File: src/rtl/instruction_fetch_unit_pkg.sv
// Shared fetch-stage definitions: word type, reset/bubble constants, FSM encoding.
package instruction_fetch_unit_pkg;

  localparam int unsigned WORD_W = 32;

  typedef logic [WORD_W-1:0] word_t;

  localparam word_t       DEF_RESET_PC  = 32'h0000_0000;
  localparam word_t       DEF_NOP_INSTR = 32'h0000_0000;  // sll $0,$0,0
  localparam int unsigned DEF_MEM_WORDS = 30;

  typedef enum logic {
    FETCH_RUN  = 1'b0,
    FETCH_HALT = 1'b1
  } fetch_state_e;

  function automatic word_t word_align(input word_t addr);
    return addr & ~word_t'(3);
  endfunction

endpackage

File: src/rtl/instruction_fetch_unit_if.sv
// Fetch-stage bus: hazard/redirect controls in, imem read port, IF/ID outputs and status.
interface instruction_fetch_unit_if;
  import instruction_fetch_unit_pkg::*;

  logic  stall;
  logic  ifid_flush;
  logic  branch_taken;
  word_t branch_target;
  logic  jump;
  word_t jump_target;
  word_t imem_addr;
  word_t imem_instr;
  word_t ifid_instr;
  word_t ifid_pc_plus4;
  logic  ifid_valid;
  logic  halted;
  word_t fetch_count;

  modport master (
    input  stall, ifid_flush, branch_taken, branch_target, jump, jump_target, imem_instr,
    output imem_addr, ifid_instr, ifid_pc_plus4, ifid_valid, halted, fetch_count
  );

  modport slave (
    output stall, ifid_flush, branch_taken, branch_target, jump, jump_target, imem_instr,
    input  imem_addr, ifid_instr, ifid_pc_plus4, ifid_valid, halted, fetch_count
  );

endinterface

File: src/rtl/instruction_fetch_unit_ifid_register.sv
// IF/ID pipeline register: flush inserts a bubble (pc_plus4 kept), stall holds every field.
module ifid_register
  import instruction_fetch_unit_pkg::*;
#(
  parameter word_t NOP_INSTR = DEF_NOP_INSTR
) (
  input  logic  clk,
  input  logic  reset,
  input  logic  stall,
  input  logic  flush,
  input  word_t instr_in,
  input  word_t pc_plus4_in,
  input  logic  valid_in,
  output word_t instr,
  output word_t pc_plus4,
  output logic  valid
);

  word_t instr_q, instr_d;
  word_t pc_plus4_q, pc_plus4_d;
  logic  valid_q, valid_d;

  always_comb begin
    instr_d    = instr_q;
    pc_plus4_d = pc_plus4_q;
    valid_d    = valid_q;
    if (flush) begin
      instr_d = NOP_INSTR;
      valid_d = 1'b0;
    end else if (!stall) begin
      instr_d    = instr_in;
      pc_plus4_d = pc_plus4_in;
      valid_d    = valid_in;
    end
  end

  always_ff @(posedge clk or posedge reset) begin
    if (reset) begin
      instr_q    <= NOP_INSTR;
      pc_plus4_q <= '0;
      valid_q    <= 1'b0;
    end else begin
      instr_q    <= instr_d;
      pc_plus4_q <= pc_plus4_d;
      valid_q    <= valid_d;
    end
  end

  assign instr    = instr_q;
  assign pc_plus4 = pc_plus4_q;
  assign valid    = valid_q;

endmodule

File: src/rtl/instruction_fetch_unit.sv
// MIPS fetch stage: PC, next-PC selection, RUN/HALT control and fetch counter.
// IF/ID capture is one edge after the PC is presented to the combinational imem.
module instruction_fetch_unit
  import instruction_fetch_unit_pkg::*;
#(
  parameter word_t       RESET_PC  = DEF_RESET_PC,
  parameter int unsigned MEM_WORDS = DEF_MEM_WORDS,
  parameter word_t       NOP_INSTR = DEF_NOP_INSTR
) (
  input  logic                      clk,
  input  logic                      reset,
  instruction_fetch_unit_if.master  io
);

  localparam word_t MEM_LIMIT = word_t'(MEM_WORDS * 4);

  word_t        pc_q, pc_d;
  word_t        fetch_count_q, fetch_count_d;
  fetch_state_e state_q, state_d;

  logic  redirect;
  logic  in_range;
  logic  stall_eff;
  logic  ifid_squash;
  logic  wr_valid;
  word_t target;
  word_t pc_plus4;
  word_t ifid_instr_in;

  assign redirect    = io.jump | io.branch_taken;
  assign target      = word_align(io.jump ? io.jump_target : io.branch_target);
  assign in_range    = (pc_q < MEM_LIMIT);
  assign pc_plus4    = pc_q + 32'd4;
  // HALT ignores the hazard unit entirely; only a redirect or reset gets us out.
  assign stall_eff   = io.stall & (state_q == FETCH_RUN);
  assign ifid_squash = redirect | io.ifid_flush;
  assign wr_valid    = ~ifid_squash & ~stall_eff & in_range;
  assign ifid_instr_in = in_range ? io.imem_instr : NOP_INSTR;

  always_comb begin
    pc_d = pc_plus4;
    if (redirect) begin
      pc_d = target;
    end else if (stall_eff || (state_q == FETCH_HALT) || !in_range) begin
      pc_d = pc_q;
    end
  end

  always_comb begin
    fetch_count_d = fetch_count_q + {31'd0, wr_valid};
  end

  // FSM: state register
  always_ff @(posedge clk or posedge reset) begin
    if (reset) begin
      state_q <= FETCH_RUN;
    end else begin
      state_q <= state_d;
    end
  end

  // FSM: next state
  always_comb begin
    state_d = state_q;
    case (state_q)
      FETCH_RUN:  if (!in_range && !redirect && !io.stall) state_d = FETCH_HALT;
      FETCH_HALT: if (redirect) state_d = FETCH_RUN;
      default:    state_d = FETCH_RUN;
    endcase
  end

  // FSM: outputs
  always_comb begin
    io.halted = (state_q == FETCH_HALT);
  end

  always_ff @(posedge clk or posedge reset) begin
    if (reset) begin
      pc_q          <= RESET_PC;
      fetch_count_q <= '0;
    end else begin
      pc_q          <= pc_d;
      fetch_count_q <= fetch_count_d;
    end
  end

  ifid_register #(
    .NOP_INSTR (NOP_INSTR)
  ) u_ifid (
    .clk         (clk),
    .reset       (reset),
    .stall       (stall_eff),
    .flush       (ifid_squash),
    .instr_in    (ifid_instr_in),
    .pc_plus4_in (pc_plus4),
    .valid_in    (in_range),
    .instr       (io.ifid_instr),
    .pc_plus4    (io.ifid_pc_plus4),
    .valid       (io.ifid_valid)
  );

  assign io.imem_addr   = pc_q;
  assign io.fetch_count = fetch_count_q;

endmodule

File: src/flat_wrapper.sv
// flat-port wrapper written by rule: the top's interface ports become plain ports
module instruction_fetch_unit_flat import instruction_fetch_unit_pkg::*;
#(
  parameter word_t       RESET_PC  = DEF_RESET_PC,
  parameter int unsigned MEM_WORDS = DEF_MEM_WORDS,
  parameter word_t       NOP_INSTR = DEF_NOP_INSTR
)
  (clk, reset, io_stall, io_ifid_flush, io_branch_taken, io_branch_target, io_jump, io_jump_target, io_imem_instr, io_imem_addr, io_ifid_instr, io_ifid_pc_plus4, io_ifid_valid, io_halted, io_fetch_count);
  instruction_fetch_unit_if io_i ();
  input  logic clk;
  input  logic reset;
  input wire logic [$bits(io_i.stall)-1:0] io_stall;
  input wire logic [$bits(io_i.ifid_flush)-1:0] io_ifid_flush;
  input wire logic [$bits(io_i.branch_taken)-1:0] io_branch_taken;
  input wire logic [$bits(io_i.branch_target)-1:0] io_branch_target;
  input wire logic [$bits(io_i.jump)-1:0] io_jump;
  input wire logic [$bits(io_i.jump_target)-1:0] io_jump_target;
  input wire logic [$bits(io_i.imem_instr)-1:0] io_imem_instr;
  output wire logic [$bits(io_i.imem_addr)-1:0] io_imem_addr;
  output wire logic [$bits(io_i.ifid_instr)-1:0] io_ifid_instr;
  output wire logic [$bits(io_i.ifid_pc_plus4)-1:0] io_ifid_pc_plus4;
  output wire logic [$bits(io_i.ifid_valid)-1:0] io_ifid_valid;
  output wire logic [$bits(io_i.halted)-1:0] io_halted;
  output wire logic [$bits(io_i.fetch_count)-1:0] io_fetch_count;
  assign io_i.stall = io_stall;
  assign io_i.ifid_flush = io_ifid_flush;
  assign io_i.branch_taken = io_branch_taken;
  assign io_i.branch_target = io_branch_target;
  assign io_i.jump = io_jump;
  assign io_i.jump_target = io_jump_target;
  assign io_i.imem_instr = io_imem_instr;
  assign io_imem_addr = io_i.imem_addr;
  assign io_ifid_instr = io_i.ifid_instr;
  assign io_ifid_pc_plus4 = io_i.ifid_pc_plus4;
  assign io_ifid_valid = io_i.ifid_valid;
  assign io_halted = io_i.halted;
  assign io_fetch_count = io_i.fetch_count;
  instruction_fetch_unit #(.RESET_PC(RESET_PC), .MEM_WORDS(MEM_WORDS), .NOP_INSTR(NOP_INSTR)) u_core (.clk(clk), .reset(reset), .io(io_i));
endmodule
File: config.mk
export PLATFORM = sky130hd
export DESIGN_NAME = instruction_fetch_unit_flat
export DESIGN_NICKNAME = d
export VERILOG_FILES = /design/src/rtl/instruction_fetch_unit_pkg.sv /design/src/rtl/instruction_fetch_unit_if.sv /design/src/rtl/instruction_fetch_unit_ifid_register.sv /design/src/rtl/instruction_fetch_unit.sv /design/src/flat_wrapper.sv
export SDC_FILE = /design/constraint.sdc
export NUM_CORES = 1
export LEC_CHECK = 0
export BUFFER_PORTS_ARGS = -buffer_cell sky130_fd_sc_hd__buf_2
export CAP_MARGIN = 25
export CORE_MARGIN = 3
export CORE_UTILIZATION = 44
export CTS_BUF_LIST = sky130_fd_sc_hd__clkbuf_16
export DETAILED_ROUTE_END_ITERATION = 6
export GPL_TIMING_DRIVEN = 0
export PLACE_DENSITY = 0.76
export SLEW_MARGIN = 10
export SYNTH_ARGS = -nofsm -noshare
export SYNTH_HDL_FRONTEND = slang
export SYNTH_SLANG_ARGS = --single-unit
export TNS_END_PERCENT = 100
File: constraint.sdc
create_clock -name clk -period 3.2 [get_ports clk]
set_input_delay 0 -clock clk [delete_from_list [all_inputs] [get_ports clk]]
set_output_delay 0 -clock clk [all_outputs]
set_load 0.005 [all_outputs]
==> results <==
- The signal on the critical path passes through nor4_2 -> nand2_1 -> nor4_4 -> buf_4 -> buf_6 -> ha_2 -> ha_2 -> and4_1 -> and2b_2 -> and3_4 -> nand4_1 -> xnor2_1.
- The number of hold-slack violations in the final timing report was 0.
- The synthesis-stage register bit count is 126.
- The weighted congestion at the end of routability-driven global placement is 0.860.
- In the final timing run, aggregate negative setup slack is 0 ns.
- The maximum vdd drop is 0.000336 V.
- The final layout contains about 1000 nets.
- For this configuration, the core starts out at a cell density of 45.9%.
- The flow ran to the end, and the final reports show no timing, DRC or antenna violations.
- The remaining max-slew budget at the tightest pin is 46.3%.
- The H-tree depth is 4.
- The via count is 5673.
- The die is ~120 um wide.
- The flip-flop cell with the highest count after synthesis is sky130_fd_sc_hd__dfrtp_1.
- Derived from the worst setup path, the maximum achievable clock frequency is 0.328 GHz.
- The part of the cycle the worst path needs is 95.2%.
- The worst setup slack after placement is -0.614 ns.
- The longest individual stage delay on the worst path is 0.44 ns.
- From bottom edge to top edge, the die measures around 120 um.
- The first TritonRoute pass finished after 5 iterations.
- The cell family contributing the most delay on the critical path is simple AND/OR/NAND/NOR gates.
- The pin count of the biggest net entering global routing is 31.
- The sum of internal, switching and leakage power is approximately 4.2 mW.
- By startpoint and endpoint, the worst setup path is classified as reg2reg.
- After detailed routing, the number of remaining DRC violations is 0.
- The HPWL after detailed placement is 12900 um.
- The count of maximum capacitance violations is 0.
- The netlist uses 53 different library cells.
- The global-route wire length before repair is 29500 um.
- The initial antenna violation count came to 0.
- The number of antenna cells inserted is 0.
- The placed instances occupy a cell area of 7310 sq um.
- The share of post-route cells with drive strength above 1 is 33.5%.
- The clock sink count is 126.
- The count of mapped cells out of synthesis is 548.
- Measured on the finished design, the core utilization comes to 68.1%.
- The layout has 974 filler cells.
- The leading cell type in the layout, fill and taps excluded is sky130_fd_sc_hd__buf_2.
- The via count of the first global-routing pass is just under 6000.
- The Yosys step of the flow raised 0 warnings.
- The most frequent cell on the critical path is sky130_fd_sc_hd__ha_2.
- The number of core rows is between 40 and 50.
- STA classifies the critical path startpoint as a register.
- Summed over all layers, the global routing overflow is 0.
- The total instance count after detailed placement is 949.
- The number of DRC markers in iteration 0 is 324.
- Of all nets on the critical path, the largest fanout is 10.
- The number of standard cells in the final layout excluding fillers is 1067.
- Wires add up to 18700 um.
- The slew at the pin closest to its max-slew limit is 0.806 ns.
- The proportion of synthesized chip area in sequential cells is 53.6%.
- The cell area after layout is 8730 sq um.
- The count of nets left with antenna violations once routing finished came out at 0.
- The tree is rooted in a sky130_fd_sc_hd__clkbuf_16.
- Dividing the detail-routed wire length by the instance count gives 17.5 um.
- The worst setup path is captured at a register.
- The die covers 14800 sq um.
- The area of the mapped netlist is 5890 sq um.
- The top cell types in the final layout, fill and taps aside, are sky130_fd_sc_hd__buf_2 (226), sky130_fd_sc_hd__dfrtp_1 (122), sky130_fd_sc_hd__dlygate4sd3_1 (80).
- From synthesis to final layout, the design area changed by 48.4%.
- The count of pins on the block boundary is roughly 230.
- The power per cell area is roughly 480 nW/um^2.
- On the final layout, the worst clock skew is 0.0106 ns.
- Final hold analysis gives a worst-case slack of about 0.04 ns.
- The min-delay analysis places its worst path in the category in2reg.
- Sorting the synthesized cells by area gives the leading types as sky130_fd_sc_hd__dfrtp_1 (54%), sky130_fd_sc_hd__xnor2_1 (6.0%), sky130_fd_sc_hd__a22o_1 (5.4%).
- After clock tree synthesis, the clock-pin slew on the worst setup and hold paths is around 0.050 ns.
- The CTS tree is built.
- The total area inside the core boundary comes to 12800 sq um.
- Subtracting the final worst setup slack from the clock period gives 3.05 ns.
- The data arrival time of the critical path is between 3 and 4 ns.
- The number of pins with negative max-slew slack in the final report is 0.
- The number of vias per cell is 5.32.
- The required time of the critical path is 3.52 ns.
- Setup violations remaining at the end of the flow were counted as 0.
- The maximum clock path buffer count is 2.
- The number of flops mapped to enable cells by yosys is 0.
- A synthesized cell averages around 11 sq um.
- After layout, the worst setup slack is roughly 0.15 ns.
- The share of Yosys cell area claimed by the top area cell type is 53.6%.
- The global routing usage summed across all routing layers is 25.4%.
- The static power due to leakage is 4.45 nW.
- The async set-or-reset flop fraction in the synthesized netlist is 100%.
- Together, buffers and inverters on the worst path number 2.
- The CTS buffer count is 17.
- The cell taking the most area after synthesis is sky130_fd_sc_hd__dfrtp_1.
- Clock latency on the worst-skew pair, taken at its later pin, is 0.41 ns.
- In this run the tool buffered the top-level ports with 222 buffer cells.
- The largest individual stage delay along the critical path comes from the cell sky130_fd_sc_hd__dfrtp_1.
flip-flops by register name, summed over array words and instances, names as in the netlist:
signal                  cells
u_core.io.fetch_count      32
u_core.io.halted            1
u_core.io.imem_addr        30
u_core.u_ifid.instr        32
u_core.u_ifid.pc_plus4     30
u_core.u_ifid.valid         1
layer usage:
metal | global-route usage (%) | vias to the layer above | wire, um
met1 | 28.7 | 2749 | 7220
met4 | 10.0 | 0 | 500
met2 | 44.8 | 271 | 9520
met5 | 0 | - | 0
li1 | - | 2616 | -
met3 | 7.80 | 37 | 1480
worst min-delay path: stages:
cell and delay (ns):
sky130_fd_sc_hd__buf_2 0.10, sky130_fd_sc_hd__nand2b_1 0.15, sky130_fd_sc_hd__nand2_1 0.07, sky130_fd_sc_hd__o22ai_1 0.08
layout make-up:
| class | instances | area (sq um) | share of cell area, % |
|---|---|---|---|
| Clock buffer | 17 | 425 | 4.87 |
| Tap cell | 172 | 215 | 2.46 |
| Sequential cell | 126 | 3160 | 36.2 |
| Timing Repair Buffer | 315 | 2060 | 23.6 |
| Buffer | 29 | 151 | 1.73 |
| Multi-Input combinational cell | 385 | 2600 | 29.8 |
| Inverter | 9 | 37.5 | 0.430 |
| Clock inverter | 14 | 87.6 | 1.00 |
report_power, final:
part	total (mW)	leakage [nW]	switching, mW	internal [mW]
logic	0.665	2.54	0.322	0.343
clock network	1.67	0.263	0.644	1.03
registers	1.85	1.64	0.133	1.72
total	4.19	4.45	1.10	3.09
synthesized netlist by cell type (14+ instances only):
library cell               number
sky130_fd_sc_hd__dfrtp_1      126
sky130_fd_sc_hd__nand2_1       78
sky130_fd_sc_hd__o21ai_0       46
sky130_fd_sc_hd__xnor2_1       40
sky130_fd_sc_hd__a22o_1        36
sky130_fd_sc_hd__nand3_1       25
sky130_fd_sc_hd__nor2_1        19
sky130_fd_sc_hd__mux2i_1       17
sky130_fd_sc_hd__xor2_1        17
sky130_fd_sc_hd__clkbuf_1      16
sky130_fd_sc_hd__nand4_1       15
sky130_fd_sc_hd__and3_1        14
cell families (layout without fill, tap and decap cells):
logic type,Yosys count,after routing,synth area share (%)
mux,19,19,3.27
fa+ha+maj,3,3,0.638
compound gates,113,113,13.6
simple gates,189,189,17.1
buf+inv,40,384,3.27
other cells,1,4,0.0637
xor+xnor,57,57,8.48
flops,126,126,53.6
path summary, 6_finish.rpt:
path                                                   end                       start  slack [ns]  cells past startpoint
max in group asynchronous          u_core.u_ifid.instr[10]                       reset        2.29                      5
worst max register to register   u_core.io.fetch_count[20]     u_core.io.imem_addr[30]        0.15                     12
worst min register to register  u_core.u_ifid.pc_plus4[12]  u_core.u_ifid.pc_plus4[12]        0.47                      2
worst min-delay path                u_core.io.imem_addr[6]           io_jump_target[6]        0.04                      4
min in group asynchronous         u_core.io.fetch_count[1]                       reset        0.19                      3
worst max-delay path             u_core.io.fetch_count[20]     u_core.io.imem_addr[30]        0.15                     12
repair_timing:
item	CTS	global route
gates resized for setup	6	9
pin swaps	1	6
endpoints found under the setup margin	24	14
endpoints found under the hold margin	125	0
gates cloned	0	0
buffers inserted	2	6
hold buffers	80	0
No activity file was read; power rests on OpenSTA's default activity.
